--- src/rtl/ifetch_ctrl.sv ---
// Instruction-fetch sequencer: owns the fetch PC, reads a combinational imem,
// buffers fetched words in a small prefetch FIFO and hands {pc, instr, fault}
// to decode over a valid/ready handshake. Redirects flush and restart fetch;
// misaligned or out-of-range fetches produce a sticky fault entry.
module ifetch_ctrl #(
  parameter logic [31:0] RESET_PC   = 32'h0000_0000,
  parameter int unsigned IMEM_BYTES = 1000001,
  parameter int unsigned FIFO_DEPTH = 2
) (
  input  logic        clk,
  input  logic        rst,
  output logic [31:0] imem_addr,
  input  logic [31:0] imem_data,
  input  logic        redirect_valid,
  input  logic [31:0] redirect_pc,
  output logic        out_valid,
  input  logic        out_ready,
  output logic [31:0] out_pc,
  output logic [31:0] out_instr,
  output logic        out_fault
);

  localparam int unsigned PTR_W = (FIFO_DEPTH > 1) ? $clog2(FIFO_DEPTH) : 1;
  localparam int unsigned CNT_W = $clog2(FIFO_DEPTH + 1);
  localparam logic [CNT_W-1:0] CNT_FULL = CNT_W'(FIFO_DEPTH);
  // Fetch is legal while pc+4 stays within the array; 33 bits so pc+4 cannot wrap.
  localparam logic [32:0] PC_LIMIT = 33'(IMEM_BYTES);

  typedef enum logic [0:0] {
    ST_RUN   = 1'b0,
    ST_FAULT = 1'b1
  } state_t;

  state_t state;
  state_t state_next;

  logic [31:0]      fetch_pc;
  logic [31:0]      pc_mem    [FIFO_DEPTH];
  logic [31:0]      instr_mem [FIFO_DEPTH];
  logic             fault_mem [FIFO_DEPTH];
  logic [PTR_W-1:0] rd_ptr;
  logic [PTR_W-1:0] wr_ptr;
  logic [CNT_W-1:0] count;

  logic        head_valid;
  logic        head_fault;
  logic        pop;
  logic        fetch_ok;
  logic        issue_ok;
  logic        push;
  logic        push_fault;
  logic        pc_advance;
  logic [31:0] push_instr;

  // imem is addressed straight from the fetch PC register
  assign imem_addr = fetch_pc;

  // FIFO head status and the consumer handshake; a fault head never pops
  always_comb begin
    head_valid = (count != '0);
    head_fault = head_valid && fault_mem[rd_ptr];
    pop        = head_valid && out_ready && !head_fault;
  end

  // Decode-side view of the FIFO head, forced to zero when empty
  always_comb begin
    out_valid = head_valid;
    out_pc    = '0;
    out_instr = '0;
    out_fault = 1'b0;
    if (head_valid) begin
      out_pc    = pc_mem[rd_ptr];
      out_instr = instr_mem[rd_ptr];
      out_fault = fault_mem[rd_ptr];
    end
  end

  // Legality of the current fetch address
  always_comb begin
    fetch_ok = (fetch_pc[1:0] == 2'b00) &&
               (({1'b0, fetch_pc} + 33'd4) <= PC_LIMIT);
  end

  // FSM state register
  always_ff @(posedge clk or posedge rst) begin
    if (rst) begin
      state <= ST_RUN;
    end else begin
      state <= state_next;
    end
  end

  // FSM next state: redirect always restarts, an illegal issue parks in FAULT
  always_comb begin
    state_next = state;
    if (redirect_valid) begin
      state_next = ST_RUN;
    end else if (push_fault) begin
      state_next = ST_FAULT;
    end
  end

  // FSM outputs: issue gating; a slot frees up in the same cycle as a pop
  always_comb begin
    issue_ok   = 1'b0;
    push       = 1'b0;
    push_fault = 1'b0;
    pc_advance = 1'b0;
    push_instr = '0;
    if (state == ST_RUN) begin
      issue_ok = (count < CNT_FULL) || pop;
    end
    push       = issue_ok && !redirect_valid;
    push_fault = push && !fetch_ok;
    pc_advance = push && fetch_ok;
    if (pc_advance) begin
      push_instr = imem_data;
    end
  end

  // Fetch PC: redirect load, sequential advance, hold on fault
  always_ff @(posedge clk or posedge rst) begin
    if (rst) begin
      fetch_pc <= RESET_PC;
    end else if (redirect_valid) begin
      fetch_pc <= redirect_pc;
    end else if (pc_advance) begin
      fetch_pc <= fetch_pc + 32'd4;
    end
  end

  // FIFO storage; cleared on reset so no stale data can ever reach the head
  always_ff @(posedge clk or posedge rst) begin
    if (rst) begin
      for (int i = 0; i < int'(FIFO_DEPTH); i++) begin
        pc_mem[i]    <= '0;
        instr_mem[i] <= '0;
        fault_mem[i] <= 1'b0;
      end
    end else if (push) begin
      pc_mem[wr_ptr]    <= fetch_pc;
      instr_mem[wr_ptr] <= push_instr;
      fault_mem[wr_ptr] <= push_fault;
    end
  end

  // FIFO pointers and occupancy; a redirect discards everything, including a same-cycle pop
  always_ff @(posedge clk or posedge rst) begin
    if (rst) begin
      rd_ptr <= '0;
      wr_ptr <= '0;
      count  <= '0;
    end else if (redirect_valid) begin
      rd_ptr <= '0;
      wr_ptr <= '0;
      count  <= '0;
    end else begin
      if (push) begin
        wr_ptr <= wr_ptr + PTR_W'(1);
      end
      if (pop) begin
        rd_ptr <= rd_ptr + PTR_W'(1);
      end
      case ({push, pop})
        2'b10:   count <= count + CNT_W'(1);
        2'b01:   count <= count - CNT_W'(1);
        default: count <= count;
      endcase
    end
  end

endmodule

--- config.mk ---
export PLATFORM = sky130hd
export DESIGN_NAME = ifetch_ctrl
export DESIGN_NICKNAME = d
export VERILOG_FILES = /design/src/rtl/ifetch_ctrl.sv
export SDC_FILE = /design/constraint.sdc
export NUM_CORES = 1
export LEC_CHECK = 0
export CELL_PAD_IN_SITES_DETAIL_PLACEMENT = 1
export CELL_PAD_IN_SITES_GLOBAL_PLACEMENT = 2
export CORE_ASPECT_RATIO = 1.1
export CORE_MARGIN = 8
export CORE_UTILIZATION = 31
export CTS_BUF_LIST = sky130_fd_sc_hd__clkbuf_4 sky130_fd_sc_hd__clkbuf_8 sky130_fd_sc_hd__clkbuf_16
export DETAILED_ROUTE_END_ITERATION = 6
export PLACE_DENSITY_LB_ADDON = 0.12
export SLEW_MARGIN = 20
export SYNTH_ARGS = -nofsm -noshare
export SYNTH_HDL_FRONTEND = slang
export SYNTH_SLANG_ARGS = --single-unit
--- constraint.sdc ---
create_clock -name clk -period 8.1 [get_ports clk]
set_input_delay 2.43 -clock clk [delete_from_list [all_inputs] [get_ports clk]]
set_output_delay 2.43 -clock clk [all_outputs]
set_load 0.01 [all_outputs]
==> reports/metrics.yaml <==
critical_path_peak_fanout: 40
synth_flop_cell: "dfrtp_1"
number_of_setup_buffers_added_after_cts: 0
routed_wirelength_mm: 27.6
final_min_period_over_clock_period_pct: 66.6
layout-area-overhead-vs-synth_pct: 28.7
dieHeight_um: 191
place.detailed.instances: 1468
share_of_cells_above_drive_strength_1_pct: 8.08
critical_path.startpoint_type: "flip-flop"
diode_insertion_count_for_antenna_repair: 0
detailed_place_hpwl_mm: 18.2
arrival_ns: 2.96
layout.area.seq_sq_mm: 0.00418
cts.reportedPaths.clkPinSlew_ns: 0.07
power_report.internal_total_uw: 1620
nets: 1195
detail_route.wl_per_cell_um: 18.4
rsz0062_at_grt: "false"
layout.cells.non_filler: 1501
utilization_pct: 40.2
postCtsResizedCells: 0
timing.critical_path.from: "rd_ptr$_DFFE_PP0P_"
setup_viol_count_final: 0
cts_hold_buffers: 0
cts_htree_levels: 4
p_seq_share_pct: 45.7
clk_root_buffer_cell: "clkbuf_16"
drt_pre_antenna_iters: 4
maxCapViolations: 0
vias_per_cell: 4.87
finish.instance_area_sq_mm: 0.0111
clock_tree_skew_after_final_layout_ns: 0.0149
p_sw_uw: 775
worst_setup_ep_type: "output pin"
multi_input_comb_area_sq_mm: 0.00412
status: "finished, final reports clean"
grt_pass1_vias: 8055
place.gp.congestion: 0.748
grt_remaining_overflow: 0
drt_iter0_markers: 375
mappedNetlistArea_sq_mm: 0.00863
die_width_um: 175
min_path_type: "flip-flop to flip-flop"
core_region_area_sq_mm: 0.0276
sw_share_pct: 32.3
vdd_drop_max_v: 0.000129
post_dp_cell_area_sq_mm: 0.0105
synth_warnings: 0
power.static_leakage_uw: 0.00446
route.detailed.drc: 0
power-per-cell-area_mw_per_mm2: 216
cp_data_required_time_ns: 5.67
synthCells: 1006
grt_util_all_layers_pct: 16.8
hold_violations: 0
power_frac_clock_pct: 33.6
tritoncts: "done"
hold_path_startpoint: "pc_mem[40]$_DFFE_PP0P_"
max-slew-margin-rel_pct: 36.0
grt_first_pass_wirelength_mm: 45.2
fp-row-count: 64
clock_latency_ns: 0.43
post_synthesis_sequential_element_count: 167
fp.dieArea_sq_mm: 0.0335
timing_max_transition_violations_final: 0
crit-reg2reg-launch: "imem_addr[2]$_DFFE_PP0P_"
critPathKind: "flip-flop to output pin"
synth.lib_cells_used.distinct: 63
tightest_slew_ns: 0.960
io_buffer_count: 165
critical_path.cell_chain: "buf_4 > mux2i_1 > nor2_1 > clkdlybuf4s50_1"
logic_gate_share_of_total_power_pct: 20.7
number_of_clock_sinks_seen_by_cts: 167
tns_ns: 0
critPathSlowestCell: "dfrtp_4"
ys_seq_area_share_pct: 48.4
floorplan.initialDensity_pct: 31.3
synth_async_sr_flop_share_pct: 100
vias: 7314
synth_edf_count: 0
cts-root-to-sink-buffers: 2
cts_inserted_buffers: 17
syn_avg_cell_area_sq_um: 8.58
period_needed_ns: 5.39
pin_count: 166
cp_slowest_stage_delay_ns: 0.79
grt_antenna_before_repair: 0
route.antenna.remaining_nets: 0
critical-path-top-delay-family: "buffers and inverters"
fill_cells: 3228
grt_max_degree: 98
fmax_mhz: 185
syn-num-nets: 1076
cp.buffers_inverters: 2
layer usage:
layer | vias to the layer above | GRT usage, % | part of all wire (%)
met1 | 3570 | 22.4 | 49
li1 | 3602 | - | -
met2 | 125 | 27.8 | 47
met5 | - | 0 | 0
met4 | 0 | 3.95 | 1.0
met3 | 17 | 3.16 | 3.5
power groups by stage:
| stage | clock, uW | sequential [uW] | combinational, uW |
|---|---|---|---|
| after floorplan | 0 | 1070 | 306 |
| after CTS | 831 | 1100 | 512 |
| final | 805 | 1100 | 497 |
| after global placement | 0 | 1110 | 499 |
| after global routing | 862 | 1120 | 570 |
| after detailed placement | 0 | 1110 | 509 |
sequential cells by signal, summed over array words and instances (netlist names):
signal / flops
pc_mem: 64
fault_mem: 2
wr_ptr: 1
imem_addr: 32
state: 1
rd_ptr: 1
instr_mem: 64
count: 2
layout make-up:
cell class / instances / share of cell area (%)
flip-flops and latches: 167 / 37.6
multi-input cells: 755 / 37.1
repair buffers: 177 / 15.7
well taps: 363 / 4.09
clock buffers: 18 / 3.95
clock inverters: 14 / 1.17
inverters: 7 / 0.282
path summary, 6_finish.rpt:
path | cells after the start | end | slack (ns)
max reg2reg | 9 | imem_addr[12]$_DFFE_PP0P_ | 4.25
min | 2 | pc_mem[40]$_DFFE_PP0P_ | 0.48
min reg2reg | 2 | pc_mem[40]$_DFFE_PP0P_ | 0.48
max | 4 | out_pc[16] | 2.71
min in group asynchronous | 2 | instr_mem[59]$_DFFE_PP0P_ | 2.57
max in group asynchronous | 3 | pc_mem[13]$_DFFE_PP0P_ | 4.40
synthesized netlist by cell type (4+ instances only):
| library cell | number | area (sq um) |
|---|---|---|
| a21oi_1 | 7 | 35.0 |
| a31oi_1 | 15 | 93.8 |
| and2_1 | 7 | 43.8 |
| and3_1 | 5 | 31.3 |
| buf_1 | 8 | 30.0 |
| buf_2 | 6 | 30.0 |
| buf_6 | 4 | 45.0 |
| clkbuf_1 | 54 | 203 |
| clkbuf_2 | 4 | 20.0 |
| dfrtp_1 | 167 | 4180 |
| inv_1 | 6 | 22.5 |
| mux2_2 | 16 | 180 |
| mux2i_1 | 68 | 681 |
| nand2_1 | 331 | 1240 |
| nand3_1 | 25 | 125 |
| nand4_1 | 6 | 37.5 |
| nor2_1 | 88 | 330 |
| nor3_1 | 5 | 25.0 |
| o21ai_0 | 73 | 365 |
| o21ai_1 | 6 | 30.0 |
| o31ai_1 | 11 | 82.6 |
| or2_2 | 4 | 25.0 |
| or3_1 | 9 | 56.3 |
| or4_1 | 13 | 97.6 |
| xnor2_1 | 7 | 61.3 |
| xor2_1 | 8 | 70.1 |
metrics by stage:
stage	total power [uW]	hold WS, ns	worst slack [ns]
2_1_floorplan	1370	0.445	1.15
3_3_place_gp	1610	0.456	3.07
3_5_place_dp	1620	0.462	2.99
4_1_cts	2440	0.480	2.63
5_1_grt	2550	0.499	2.57
6_report	2400	0.476	2.71
worst register-to-register path: stages (launching register included):
cell and delay, ns:
dfrtp_1 0.61, ha_1 0.40, and3_1 0.29, nand2_2 0.16, nor4_2 0.34, nand4_1 0.30
a2111oi_4 0.52, nand2_2 0.38, or4_1 0.60, a31oi_1 0.17
kinds of logic (layout without fill, tap and decap cells):
kind of cell / Yosys count / after routing / synth area share (%)
and+or+nand+nor: 519 / 519 / 26.0
DFF: 167 / 167 / 48.4
AOI/OAI and AO/OA: 135 / 135 / 9.68
muxes: 84 / 84 / 9.97
buffers and inverters: 84 / 216 / 4.19
xor gates and xnor gates: 15 / 15 / 1.52
adders and majority gates: 2 / 2 / 0.290
layout by cell type, fill, tap and decap left out, types with 3 or more instances in the layout:
| master | n |
|---|---|
| a31oi_1 | 15 |
| and3_1 | 5 |
| o31ai_1 | 11 |
| a31o_2 | 3 |
| mux2_2 | 16 |
| inv_1 | 5 |
| xor2_1 | 8 |
| nand2_1 | 330 |
| and2_1 | 6 |
| nand3_1 | 24 |
| a21oi_1 | 7 |
| dfrtp_1 | 166 |
| clkbuf_16 | 17 |
| or3_1 | 8 |
| nand4_1 | 6 |
| buf_4 | 11 |
| or2_2 | 4 |
| or4_1 | 13 |
| mux2i_1 | 68 |
| nor2b_1 | 3 |
| inv_8 | 5 |
| o21ai_0 | 73 |
| inv_6 | 7 |
| clkdlybuf4s50_1 | 165 |
| nand2b_1 | 3 |
| nor3_1 | 4 |
| nor2_1 | 87 |
| nand2_2 | 3 |
| o21ai_1 | 6 |
| xnor2_1 | 7 |
Power figures use the tool's default switching activity.
